$ cat src/rtl/alu_pkg.sv
// Shared ALU definitions: opcode values, flag bit positions and the state
// encoding of the sequential divide/modulo unit.
package alu_pkg;

  localparam logic [5:0] ALU_ADD = 6'h00;
  localparam logic [5:0] ALU_SUB = 6'h01;
  localparam logic [5:0] ALU_AND = 6'h02;
  localparam logic [5:0] ALU_OR  = 6'h03;
  localparam logic [5:0] ALU_XOR = 6'h04;
  localparam logic [5:0] ALU_MUL = 6'h08;
  localparam logic [5:0] ALU_DIV = 6'h09;
  localparam logic [5:0] ALU_MOD = 6'h0A;
  localparam logic [5:0] ALU_SLL = 6'h0B;
  localparam logic [5:0] ALU_SRL = 6'h0C;
  localparam logic [5:0] ALU_SAR = 6'h0D;

  localparam int FLAG_CARRY    = 0;
  localparam int FLAG_ZERO     = 1;
  localparam int FLAG_NEGATIVE = 2;
  localparam int FLAG_OVERFLOW = 3;

  typedef enum logic [1:0] {
    DIV_IDLE = 2'd0,
    DIV_CALC = 2'd1,
    DIV_DONE = 2'd2
  } div_state_t;

endpackage

$ cat src/rtl/alu_seq_divider.sv
// Multi-cycle signed DIV/MOD unit for the ALU, restoring division with one
// quotient bit per clock.
//
// state    | meaning
// ---------+--------------------------------------------------------------
// DIV_IDLE | waiting for start with op DIV/MOD
// DIV_CALC | r_cnt < WIDTH: one restoring step; r_cnt == WIDTH: sign-fix
//          | and register result/flags (or the divide-by-zero/overflow value)
// DIV_DONE | o_done pulse, o_busy still high, back to IDLE next edge
//
// Ports:
//   i_clk, i_rst      clock, async active-high reset
//   i_start, i_op     request strobe and opcode (0x09 DIV, 0x0A MOD)
//   i_a, i_b          signed dividend / divisor
//   i_abort           synchronous flush to IDLE, no done
//   o_busy, o_done    status; o_done is a one-cycle pulse
//   o_result          quotient or remainder, held until the next done
//   o_flags_out       {4'b0, overflow, negative, zero, carry}
module alu_seq_divider
  import alu_pkg::*;
#(
  parameter int WIDTH = 32
) (
  input  logic             i_clk,
  input  logic             i_rst,
  input  logic             i_start,
  input  logic [5:0]       i_op,
  input  logic [WIDTH-1:0] i_a,
  input  logic [WIDTH-1:0] i_b,
  input  logic             i_abort,
  output logic             o_busy,
  output logic             o_done,
  output logic [WIDTH-1:0] o_result,
  output logic [7:0]       o_flags_out
);

  localparam int CW = $clog2(WIDTH + 1);
  localparam logic [CW-1:0] CNT_LAST = CW'(WIDTH);

  div_state_t       r_state;
  logic [CW-1:0]    r_cnt;
  logic             r_is_mod;
  logic             r_sign_a;
  logic             r_neg_q;
  logic             r_div0;
  logic             r_ovf;
  logic [WIDTH-1:0] r_rem;
  logic [WIDTH-1:0] r_quo;
  logic [WIDTH:0]   r_div;
  logic             r_busy;
  logic             r_done;
  logic [WIDTH-1:0] r_result;
  logic [7:0]       r_flags;

  logic             w_op_ok;
  logic             w_b_zero;
  logic             w_ovf;
  logic [WIDTH-1:0] w_abs_a;
  logic [WIDTH:0]   w_abs_b;
  logic [WIDTH:0]   w_rem_sh;
  logic             w_fits;
  logic [WIDTH-1:0] w_trial;
  logic [WIDTH-1:0] w_q_sgn;
  logic [WIDTH-1:0] w_r_sgn;
  logic [WIDTH-1:0] w_fin_res;
  logic [7:0]       w_fin_flags;

  always_comb begin
    w_op_ok  = (i_op == ALU_DIV) || (i_op == ALU_MOD);
    w_b_zero = (i_b == '0);
    w_ovf    = (i_a == {1'b1, {(WIDTH-1){1'b0}}}) && (i_b == '1);
    // Read as unsigned, the W-bit negation of the most negative value is its
    // correct magnitude, so the dividend needs no extra bit.
    w_abs_a  = i_a[WIDTH-1] ? (~i_a + 1'b1) : i_a;
    w_abs_b  = i_b[WIDTH-1] ? (~{1'b1, i_b} + 1'b1) : {1'b0, i_b};

    // Partial remainder stays below |b| <= 2^(W-1), so the shifted value fits
    // in W+1 bits and the trial difference, when taken, fits in W bits.
    w_rem_sh = {r_rem, r_quo[WIDTH-1]};
    w_fits   = (w_rem_sh >= r_div);
    w_trial  = w_rem_sh[WIDTH-1:0] - r_div[WIDTH-1:0];

    w_q_sgn  = r_neg_q  ? (~r_quo + 1'b1) : r_quo;
    w_r_sgn  = r_sign_a ? (~r_rem + 1'b1) : r_rem;

    w_fin_flags = '0;
    if (r_div0) begin
      w_fin_res                  = r_is_mod ? '0 : '1;
      w_fin_flags[FLAG_CARRY]    = 1'b1;
      w_fin_flags[FLAG_ZERO]     = r_is_mod;
      w_fin_flags[FLAG_NEGATIVE] = ~r_is_mod;
    end else if (r_ovf) begin
      w_fin_res                  = r_is_mod ? '0 : {1'b1, {(WIDTH-1){1'b0}}};
      w_fin_flags[FLAG_ZERO]     = r_is_mod;
      w_fin_flags[FLAG_NEGATIVE] = ~r_is_mod;
      w_fin_flags[FLAG_OVERFLOW] = ~r_is_mod;
    end else begin
      w_fin_res                  = r_is_mod ? w_r_sgn : w_q_sgn;
      w_fin_flags[FLAG_ZERO]     = (w_fin_res == '0);
      w_fin_flags[FLAG_NEGATIVE] = w_fin_res[WIDTH-1];
    end
  end

  always_ff @(posedge i_clk or posedge i_rst) begin
    if (i_rst) begin
      r_state  <= DIV_IDLE;
      r_cnt    <= '0;
      r_is_mod <= 1'b0;
      r_sign_a <= 1'b0;
      r_neg_q  <= 1'b0;
      r_div0   <= 1'b0;
      r_ovf    <= 1'b0;
      r_rem    <= '0;
      r_quo    <= '0;
      r_div    <= '0;
      r_busy   <= 1'b0;
      r_done   <= 1'b0;
      r_result <= '0;
      r_flags  <= '0;
    end else if (i_abort) begin
      r_state <= DIV_IDLE;
      r_busy  <= 1'b0;
      r_done  <= 1'b0;
    end else begin
      case (r_state)
        DIV_IDLE: begin
          if (i_start && w_op_ok) begin
            r_is_mod <= (i_op == ALU_MOD);
            r_sign_a <= i_a[WIDTH-1];
            r_neg_q  <= i_a[WIDTH-1] ^ i_b[WIDTH-1];
            r_div0   <= w_b_zero;
            r_ovf    <= w_ovf;
            r_rem    <= '0;
            r_quo    <= w_abs_a;
            r_div    <= w_abs_b;
            // Special operands skip the iterations and land on the
            // finalize step at once, giving a one-edge latency to done.
            r_cnt    <= (w_b_zero || w_ovf) ? CNT_LAST : '0;
            r_busy   <= 1'b1;
            r_state  <= DIV_CALC;
          end
        end
        DIV_CALC: begin
          if (r_cnt == CNT_LAST) begin
            r_result <= w_fin_res;
            r_flags  <= w_fin_flags;
            r_done   <= 1'b1;
            r_state  <= DIV_DONE;
          end else begin
            r_rem <= w_fits ? w_trial : w_rem_sh[WIDTH-1:0];
            r_quo <= {r_quo[WIDTH-2:0], w_fits};
            r_cnt <= r_cnt + 1'b1;
          end
        end
        DIV_DONE: begin
          r_done  <= 1'b0;
          r_busy  <= 1'b0;
          r_state <= DIV_IDLE;
        end
        default: begin
          r_done  <= 1'b0;
          r_busy  <= 1'b0;
          r_state <= DIV_IDLE;
        end
      endcase
    end
  end

  assign o_busy      = r_busy;
  assign o_done      = r_done;
  assign o_result    = r_result;
  assign o_flags_out = r_flags;

endmodule

$ cat config.mk
export PLATFORM = sky130hd
export DESIGN_NAME = alu_seq_divider
export DESIGN_NICKNAME = d
export VERILOG_FILES = /design/src/rtl/alu_pkg.sv /design/src/rtl/alu_seq_divider.sv
export SDC_FILE = /design/constraint.sdc
export NUM_CORES = 1
export LEC_CHECK = 0
export CORE_MARGIN = 4
export CORE_UTILIZATION = 47
export CTS_CLUSTER_DIAMETER = 100
export DETAILED_ROUTE_END_ITERATION = 6
export HOLD_SLACK_MARGIN = 0.05
export PLACE_DENSITY = 0.68
export SKIP_CTS_REPAIR_TIMING = 1
export SYNTH_ARGS = -nofsm -noshare
export SYNTH_HDL_FRONTEND = slang
export SYNTH_SLANG_ARGS = --single-unit
$ cat constraint.sdc
create_clock -name i_clk -period 16.6 [get_ports i_clk]
set_input_delay 4.15 -clock i_clk [delete_from_list [all_inputs] [get_ports i_clk]]
set_output_delay 4.15 -clock i_clk [all_outputs]
set_load 0.01 [all_outputs]
==> qor.txt, run 1 <==
Worst Tran Pin Value -> 1135 ps
Crit path kind -> input pin to flop
P&R area growth vs syn -> 16.75%
Final min period -> 7141 ps
First-pass GRT wire length -> 49,890 µm
Via count -> 10,070
Worst setup EP type -> flop
Final period util -> 43.02%
Nets -> 1,554
Required @ worst endpoint -> 16,950 ps
Net Sw Frac -> 36.38%
Ports -> 116
Post-synth EDFFs -> 0
Synth unique cells -> 73
Leak -> 5.481 nW
Synth warn -> 0
CP dominant cell by count -> or4_1
Initial Utilization -> 48.10%
TritonCTS clock tree -> built
Clk slew on worst S/H paths -> 60 ps
Synth area leader -> dfrtp_1
Wire per inst -> 17.29 µm
Clock Latency Late Sink -> 430 ps
Fin util -> 56.16%
Clock buffer depth -> 2
Root Driver -> clkbuf_16
Post-DP HPWL -> 23,060 µm
DRT Pass-1 Iters -> 6
Post-Layout Cell Count -> 1,765
Worst setup SP type -> input pin
Pint -> 0.7690 mW
Switching Power -> 0.4398 mW
Overflow after GRT -> 0
Setup Skew -> 10.97 ps
Mapped Area -> 10,960 µm²
Syn Inst Count -> 1,377
Chip Width -> 160.7 µm
GRT Resource Usage Total -> 23.58%
Pwr dens -> 94.49 nW/µm²
Clock power frac -> 30.3%
Status -> finished clean
Flops & latches, synth -> 147
Synth area leaders -> dfrtp_1, xor2_1, o21ai_0, nand2_1, a21oi_1
Initial antenna violation count -> 0
Max_cap viols -> 0
Most frequent cells in the layout -> nand2_1, o21ai_0, dfrtp_1, a21oi_1, clkdlybuf4s50_1
Final Routed Wirelength -> 30,520 µm
Most common library cell in the layout ignoring fill and taps -> nand2_1
Final hold viol count -> 0
Core ar. -> 22,780 µm²
Total die area -> 25,820 µm²
CP peak stage delay -> 540 ps
Rows -> 55
Tot Pwr -> 1.209 mW
PortBufs -> 111
Max Freq -> 140.0 MHz
Ant. Diodes -> 0
Dpl cells -> 1,733
H-tree depth -> 4
Syn avg cell area -> 7.957 µm²
Setup TNS -> 0 ps
HP Class -> flop to flop
Crit path DAT -> 7490 ps
Prevailing post-synth register cell -> dfrtp_1
Total CTS buffers -> 17
Synth top area share -> 33.57%
Logic pwr share -> 31.2%
Max Fanout on Critical Path -> 5
Synth async-reset ratio -> 100.0%
Slew headroom -> 24.33%
Unrepaired setup endpoints after global routing -> false
Final Max Slew Viols -> 0
Die Y-Extent -> 160.7 µm
Slowest-stage cell, CP -> or4_1
Largest net degree at the start of global routing -> 99
Dpl ws -> 8994 ps
Critical path cell sequence -> clkdlybuf4s50_1, or4_1, or2_1, or4_1, or4_1, nor3_1, nand2_1, nor4_1, o31ai_1, o21ai_0
Post-route DRC violation count -> 0
Vias in the first global route -> 9,466
Layout cell share with drive strength beyond 1 -> 5.234%
Via density -> 5.703
Sequential share of the synthesized area -> 33.57%
Final Setup Violations -> 0
GPL Wtd Cong -> 0.9067
Clk sinks -> 147
Seq pwr share -> 38.5%
ANT nets after route -> 0
DR iter-0 viols -> 817
Slack of the critical path -> 9459 ps
VDD IR max -> 0.07072 mV
[logic make-up after synthesis]
family	Yosys count	share of synthesized area (%)
simple gates	469	20.35
compound gates	405	22.02
flops	147	33.57
xor+xnor	145	11.59
buf+inv	142	5.196
fa+ha+maj	41	4.750
mux	27	2.489
other cells	1	0.03423
[metal layers]
metal	part of all wire, %	track usage (%)	routed length, µm
met4	1.6	6.101	503
met2	45	36.40	13680
met5	0	0	0
met1	47	34.38	14390
met3	6.4	4.080	1943
[state kept, by name, indices dropped and copies added (netlist names)]
signal / cells
o_busy: 1
o_done: 1
o_flags_out: 4
o_result: 31
r_cnt: 6
r_div: 33
r_div0: 1
r_is_mod: 1
r_neg_q: 1
r_ovf: 1
r_quo: 32
r_rem: 32
r_sign_a: 1
r_state: 2
[power by group through the flow]
stage / registers, mW / logic, mW / clock network [mW]
after floorplan: 0.440 / 0.278 / 0
after global placement: 0.468 / 0.365 / 0
after detailed placement: 0.470 / 0.371 / 0
after CTS: 0.464 / 0.373 / 0.373
after global routing: 0.472 / 0.423 / 0.388
final: 0.465 / 0.377 / 0.367
[area by class of cell]
type                    count  area (µm²)
well taps                 313       391.6
multi-input cells        1091        6740
flip-flops and latches    147        3679
repair buffers            123        1201
clock buffers              20       446.7
inverters                  59       226.5
fillers                  2140        9986
clock inverters            12       107.6
[worst max-delay path, delay by kind of cell]
kind / cells / cell delay [ps]
compound gates: 2 / 260
simple gates: 7 / 2600
buf+inv: 1 / 490
[cell usage after synthesis, types with 17 or more instances]
cell type,instances
xor2_1,102
mux2i_1,25
nand2_1,201
inv_1,56
o31ai_1,39
xnor2_1,43
a21o_1,18
nor2_1,104
or3_1,20
nand3_1,24
dfrtp_1,147
or4_1,21
clkbuf_1,65
nand4_1,17
o21ai_0,159
ha_1,40
a21oi_1,112
nor3_1,17
[stage by stage]
| step | area, µm² | hold slack, ps |
|---|---|---|
| CTS | 12790 | 485.3 |
| global route | 12790 | 502.8 |
| floorplan | 10970 | 449.8 |
| detailed placement | 12240 | 472.0 |
| global placement | 12240 | 461.6 |
| finish | 12790 | 477.9 |
[path summary, 6_finish.rpt]
path,from,end,slack (ps),cells past startpoint
max,i_b[7],r_cnt[5],9460,10
max reg2reg,r_rem[2],r_rem[27],12570,10
min reg2reg,r_div[21],r_div[21],480,2
min,r_div[21],r_div[21],480,2
max in group asynchronous,i_rst,r_rem[7],11070,3
min in group asynchronous,i_rst,o_result[4],4250,2
(Power assumes the default switching activity.)
==> run 2, diff against run 1 <==
--- a/config.mk
+++ b/config.mk
@@ -10,7 +10,7 @@
 export CTS_CLUSTER_DIAMETER = 100
 export DETAILED_ROUTE_END_ITERATION = 6
 export HOLD_SLACK_MARGIN = 0.05
-export PLACE_DENSITY = 0.68
+export PLACE_DENSITY = 0.71
 export SKIP_CTS_REPAIR_TIMING = 1
 export SYNTH_ARGS = -nofsm -noshare
 export SYNTH_HDL_FRONTEND = slang
==> constraint.sdc (replaced) <==
create_clock -name i_clk -period 6 [get_ports i_clk]
set_input_delay 1.5 -clock i_clk [delete_from_list [all_inputs] [get_ports i_clk]]
set_output_delay 1.5 -clock i_clk [all_outputs]
set_load 0.01 [all_outputs]
==> qor.txt, run 2 (synthesis results as in run 1) <==
Clock power frac -> 34.0%
Fillers -> 2,127
Top reg by flops -> r_div
Max Freq -> 219.2 MHz
Max Fanout on Critical Path -> 5
Dpl cells -> 1,734
Worst Tran Pin Value -> 1141 ps
Switching Power -> 1.249 mW
Clock buffer depth -> 2
DR iter-0 viols -> 975
Final Routed Wirelength -> 30,670 µm
R2r setup slk -> 1920 ps
Total die area -> 25,820 µm²
Critical path cell sequence -> clkdlybuf4s50_1, or4_1, or2_1, or4_1, or4_1, nor3_1, nand2_1, nor4_1, o31ai_1, o21ai_0
Pint -> 2.290 mW
Slew headroom -> 23.93%
Core ar. -> 22,780 µm²
Post-DP HPWL -> 23,220 µm
Worst setup SP type -> input pin
Post-Layout Cell Count -> 1,766
Chip Width -> 160.7 µm
Logic pwr share -> 29.5%
Max FFs per register -> 33
Layout cell share with drive strength beyond 1 -> 5.437%
Pwr dens -> 274.1 nW/µm²
Final Max Slew Viols -> 0
PortBufs -> 111
CP peak stage delay -> 550 ps
Clk slew on worst S/H paths -> 60 ps
Vias in the first global route -> 9,301
Slack of the critical path -> 1439 ps
Initial antenna violation count -> 0
Largest net degree at the start of global routing -> 98
Via density -> 5.773
Most frequent cells in the layout -> nand2_1, o21ai_0, dfrtp_1, a21oi_1, clkdlybuf4s50_1
Final hold viol count -> 0
Setup Skew -> 17.29 ps
GPL Wtd Cong -> 0.9202
Rows -> 55
Nets -> 1,555
Final Setup Violations -> 0
Overflow after GRT -> 0
H-tree depth -> 4
Clk sinks -> 147
Ant. Diodes -> 0
Crit path max-delay family -> simple AND/OR/NAND/NOR gates
ANT nets after route -> 0
Worst setup EP type -> flop
Die Y-Extent -> 160.7 µm
Unrepaired setup endpoints after global routing -> false
Slowest-stage cell, CP -> or4_1
P&R area growth vs syn -> 17.83%
Most common library cell in the layout ignoring fill and taps -> nand2_1
Bufs and invs on worst path -> 1
GRT Resource Usage Total -> 23.52%
Leak -> 5.534 nW
Via count -> 10,200
Setup TNS -> 0 ps
Max_cap viols -> 0
TritonCTS clock tree -> built
Clock Latency Late Sink -> 440 ps
Required @ worst endpoint -> 6340 ps
Final period util -> 76.02%
Crit path DAT -> 4900 ps
Biggest regs -> r_div (33), r_quo (32), r_rem (32)
Dpl ws -> 963.5 ps
DRT Pass-1 Iters -> 5
Total CTS buffers -> 17
Status -> finished clean
Ports -> 116
Seq pwr share -> 36.5%
VDD IR max -> 0.2022 mV
Post-route DRC violation count -> 0
First-pass GRT wire length -> 49,690 µm
Final min period -> 4561 ps
Initial Utilization -> 48.10%
CP dominant cell by count -> or4_1
Wire per inst -> 17.37 µm
HP Class -> flop to flop
Net Sw Frac -> 35.29%
Root Driver -> clkbuf_16
Crit path kind -> input pin to flop
==> run 2: changes by cell type in the layout (fill, tap and decap cells not counted), sizes merged <==
cell / change
clkbuf: -3
bufinv: +4
clkinv: -4
buf: +1
inv: +3
==> run 2: stage by stage <==
| stage | hold slack (ps) | total power, mW | util [%] | cell area [µm²] |
|---|---|---|---|---|
| 3_3_place_gp | 464.6 | 2.298 | 53.81 | 12260 |
| 3_5_place_dp | 470.5 | 2.322 | 53.81 | 12260 |
| 2_1_floorplan | 449.8 | 1.987 | - | 10970 |
| 5_1_grt | 503.9 | 3.727 | 56.68 | 12910 |
| 6_report | 478.9 | 3.539 | 56.68 | 12910 |
| 4_1_cts | 484.7 | 3.524 | 56.68 | 12910 |
==> run 2: final timing paths <==
kind                            from          end  depth (start not counted)
max reg2reg                r_quo[31]    r_rem[30]                         14
max                           i_b[7]     r_cnt[5]                         10
min in group asynchronous      i_rst  o_result[3]                          2
min                         r_div[7]     r_div[7]                          2
max in group asynchronous      i_rst    r_div[10]                          3
min reg2reg                 r_div[7]     r_div[7]                          2
==> run 2: power groups by stage <==
stage               registers, mW  logic (mW)  clock network, mW
floorplan                    1.22       0.769                  0
global placement             1.30        1.00                  0
detailed placement           1.31        1.02                  0
CTS                          1.29        1.03               1.21
global route                 1.31        1.16               1.26
finish                       1.29        1.04               1.20
==> run 2: routing by layer <==
layer / GRT usage [%] / share of wire, % / vias to the layer above
met3: 4.183 / 6.8 / 52
met2: 34.77 / 44 / 354
met5: 0 / 0 / -
li1: - / - / 4971
met1: 35.41 / 47 / 4818
met4: 6.375 / 2.2 / 0
==> run 2: area by class of cell <==
cell class	instances	area [µm²]	share of cell area [%]
multi-input cells	1091	6740	52.21
flip-flops and latches	147	3679	28.49
repair buffers	124	1221	9.459
clock buffers	17	425.4	3.295
well taps	313	391.6	3.034
clock inverters	15	226.5	1.754
inverters	59	226.5	1.754
==> run 2: tightest hold or removal path: cells and delay by family (launching register included) <==
kind             cells  cell delay, ps
flip-flops           1             340
AO/OA/AOI/OAI        1              60
AND/OR/NAND/NOR      1              50
==> run 3, diff against run 2 <==
==> constraint.sdc (replaced) <==
create_clock -name i_clk -period 3.8 [get_ports i_clk]
set_input_delay 0.95 -clock i_clk [delete_from_list [all_inputs] [get_ports i_clk]]
set_output_delay 0.95 -clock i_clk [all_outputs]
set_load 0.01 [all_outputs]
==> qor.txt, run 3 (synthesis results as in run 1) <==
Setup Skew -> 8.679 ps
Leak -> 5.805 nW
Max_cap viols -> 0
ANT nets after route -> 0
Hold EP -> r_div[19]
Max Freq -> 272.4 MHz
Final period util -> 96.60%
Max FFs per register -> 33
Final Max Slew Viols -> 0
Initial antenna violation count -> 0
First-pass GRT wire length -> 51,490 µm
Final Routed Wirelength -> 31,600 µm
Setup TNS -> 0 ps
Tot Pwr -> 5.487 mW
VDD IR max -> 0.3164 mV
CP dominant cell by count -> or4_1
Vias in the first global route -> 9,819
Nets -> 1,610
Post-DP HPWL -> 24,130 µm
Via count -> 10,440
Overflow after GRT -> 0
Hold Crit Start -> r_div[19]
P&R area growth vs syn -> 21.64%
Crit Reg-Reg Startpoint -> r_rem[7]
Core ar. -> 22,780 µm²
Total CTS buffers -> 17
Post-Layout Cell Count -> 1,821
CP peak stage delay -> 530 ps
Status -> finished clean
Die Y-Extent -> 160.7 µm
Most common library cell in the layout ignoring fill and taps -> nand2_1
Dpl ws -> -440.1 ps
Unrepaired setup endpoints after global routing -> true
Via density -> 5.733
R2r setup slk -> 260 ps
Critical path cell sequence -> clkdlybuf4s50_1, or4_1, or2_1, or4_1, or4_1, nor3_2, nand2_1, nor4_1, buf_4, o31ai_1, o21ai_1
Largest net degree at the start of global routing -> 65
Worst r2r dst -> o_flags_out[1]
Post-route DRC violation count -> 0
Clk sinks -> 147
Slew headroom -> 39.56%
Initial Utilization -> 48.10%
Worst Tran Pin Value -> 906.6 ps
Clk slew on worst S/H paths -> 60 ps
Crit path kind -> input pin to flop
Biggest regs -> r_div (33), r_quo (32), r_rem (32)
DR iter-0 viols -> 825
Rows -> 55
TritonCTS clock tree -> built
Slowest-stage cell, CP -> or4_1
GRT Resource Usage Total -> 24.37%
H-tree depth -> 4
Pwr dens -> 411.7 nW/µm²
Clock Latency Late Sink -> 430 ps
Worst setup SP type -> input pin
Required @ worst endpoint -> 4150 ps
DRT Pass-1 Iters -> 5
Slack of the critical path -> 129.3 ps
Layout cell share with drive strength beyond 1 -> 9.284%
Top reg by flops -> r_div
Most frequent cells in the layout -> nand2_1, o21ai_0, dfrtp_1, a21oi_1, clkdlybuf4s50_1
Crit path DAT -> 4020 ps
Ports -> 116
Clock buffer depth -> 2
Chip Width -> 160.7 µm
HP Class -> flop to flop
Wire per inst -> 17.36 µm
Total die area -> 25,820 µm²
Dpl cells -> 1,787
Critical Path Start -> i_b[9]
PortBufs -> 111
Reg2reg path depth -> 11
Ant. Diodes -> 0
Root Driver -> clkbuf_16
Final Setup Violations -> 0
Worst setup EP type -> flop
GPL Wtd Cong -> 0.9361
Final hold viol count -> 0
Max Fanout on Critical Path -> 4
Fin util -> 58.51%
Hold Path Cell Cnt -> 2
Final min period -> 3671 ps
## run 3: cell types whose count changed in the layout (fill, tap and decap cells not counted), moves of 3 or more
cell	before	now
buf_4	12	67
clkinvlp_4	3	6
clkdlybuf4s50_1	111	108
dlymetal6s2s_1	0	3
## run 3: critical path: cells and delay by family
kind / cells / cell delay, ps
AND/OR/NAND/NOR: 7 / 2260
AO/OA/AOI/OAI: 2 / 230
buffers and inverters: 2 / 590
## run 3: per-stage QoR
stage                     area (µm²)  hold slack (ps)
after floorplan                10970            449.8
after global placement         12650            463.6
after detailed placement       12650            470.8
after CTS                      13260            487.7
after global routing           13330            506.9
final                          13330            480.5
## run 3: layout make-up
class | count | area [µm²]
clock buffer | 18 | 429.2
sequential | 147 | 3679
multi-input combinational | 1091 | 6783
inverter | 59 | 225.2
clock inverter | 14 | 178.9
tap | 313 | 391.6
fill | 2046 | 9450
timing repair buffer | 179 | 1642
## run 3: worst max-delay path by stage
| stage | endpoint | slack (ps) | depth (start not counted) |
|---|---|---|---|
| 3_5_place_dp | r_cnt[5] | -440 | 11 |
| 6_report | r_cnt[5] | 130 | 11 |
| 3_3_place_gp | r_quo[27] | -360 | 11 |
| 4_1_cts | r_cnt[5] | 5 | 11 |
| 2_1_floorplan | r_quo[27] | 170 | 10 |
| 5_1_grt | r_cnt[5] | -20 | 11 |
## run 3: metal layers
metal / wire length [µm] / global-route usage (%) / up-vias / share of wire [%]
met1: 14430 / 35.49 / 4953 / 46
met3: 2045 / 3.079 / 57 / 6.5
li1: - / - / 5066 / -
met5: 0 / 0 / - / 0
met2: 14250 / 37.97 / 364 / 45
met4: 875 / 7.509 / 0 / 2.8
## run 3: where the power goes
group,leakage (nW),internal (mW),total (mW),switching (mW)
registers,1.90,1.75,2.03,0.275
clock network,0.281,1.04,1.77,0.727
logic,3.63,0.715,1.69,0.978
total,5.81,3.51,5.49,1.98
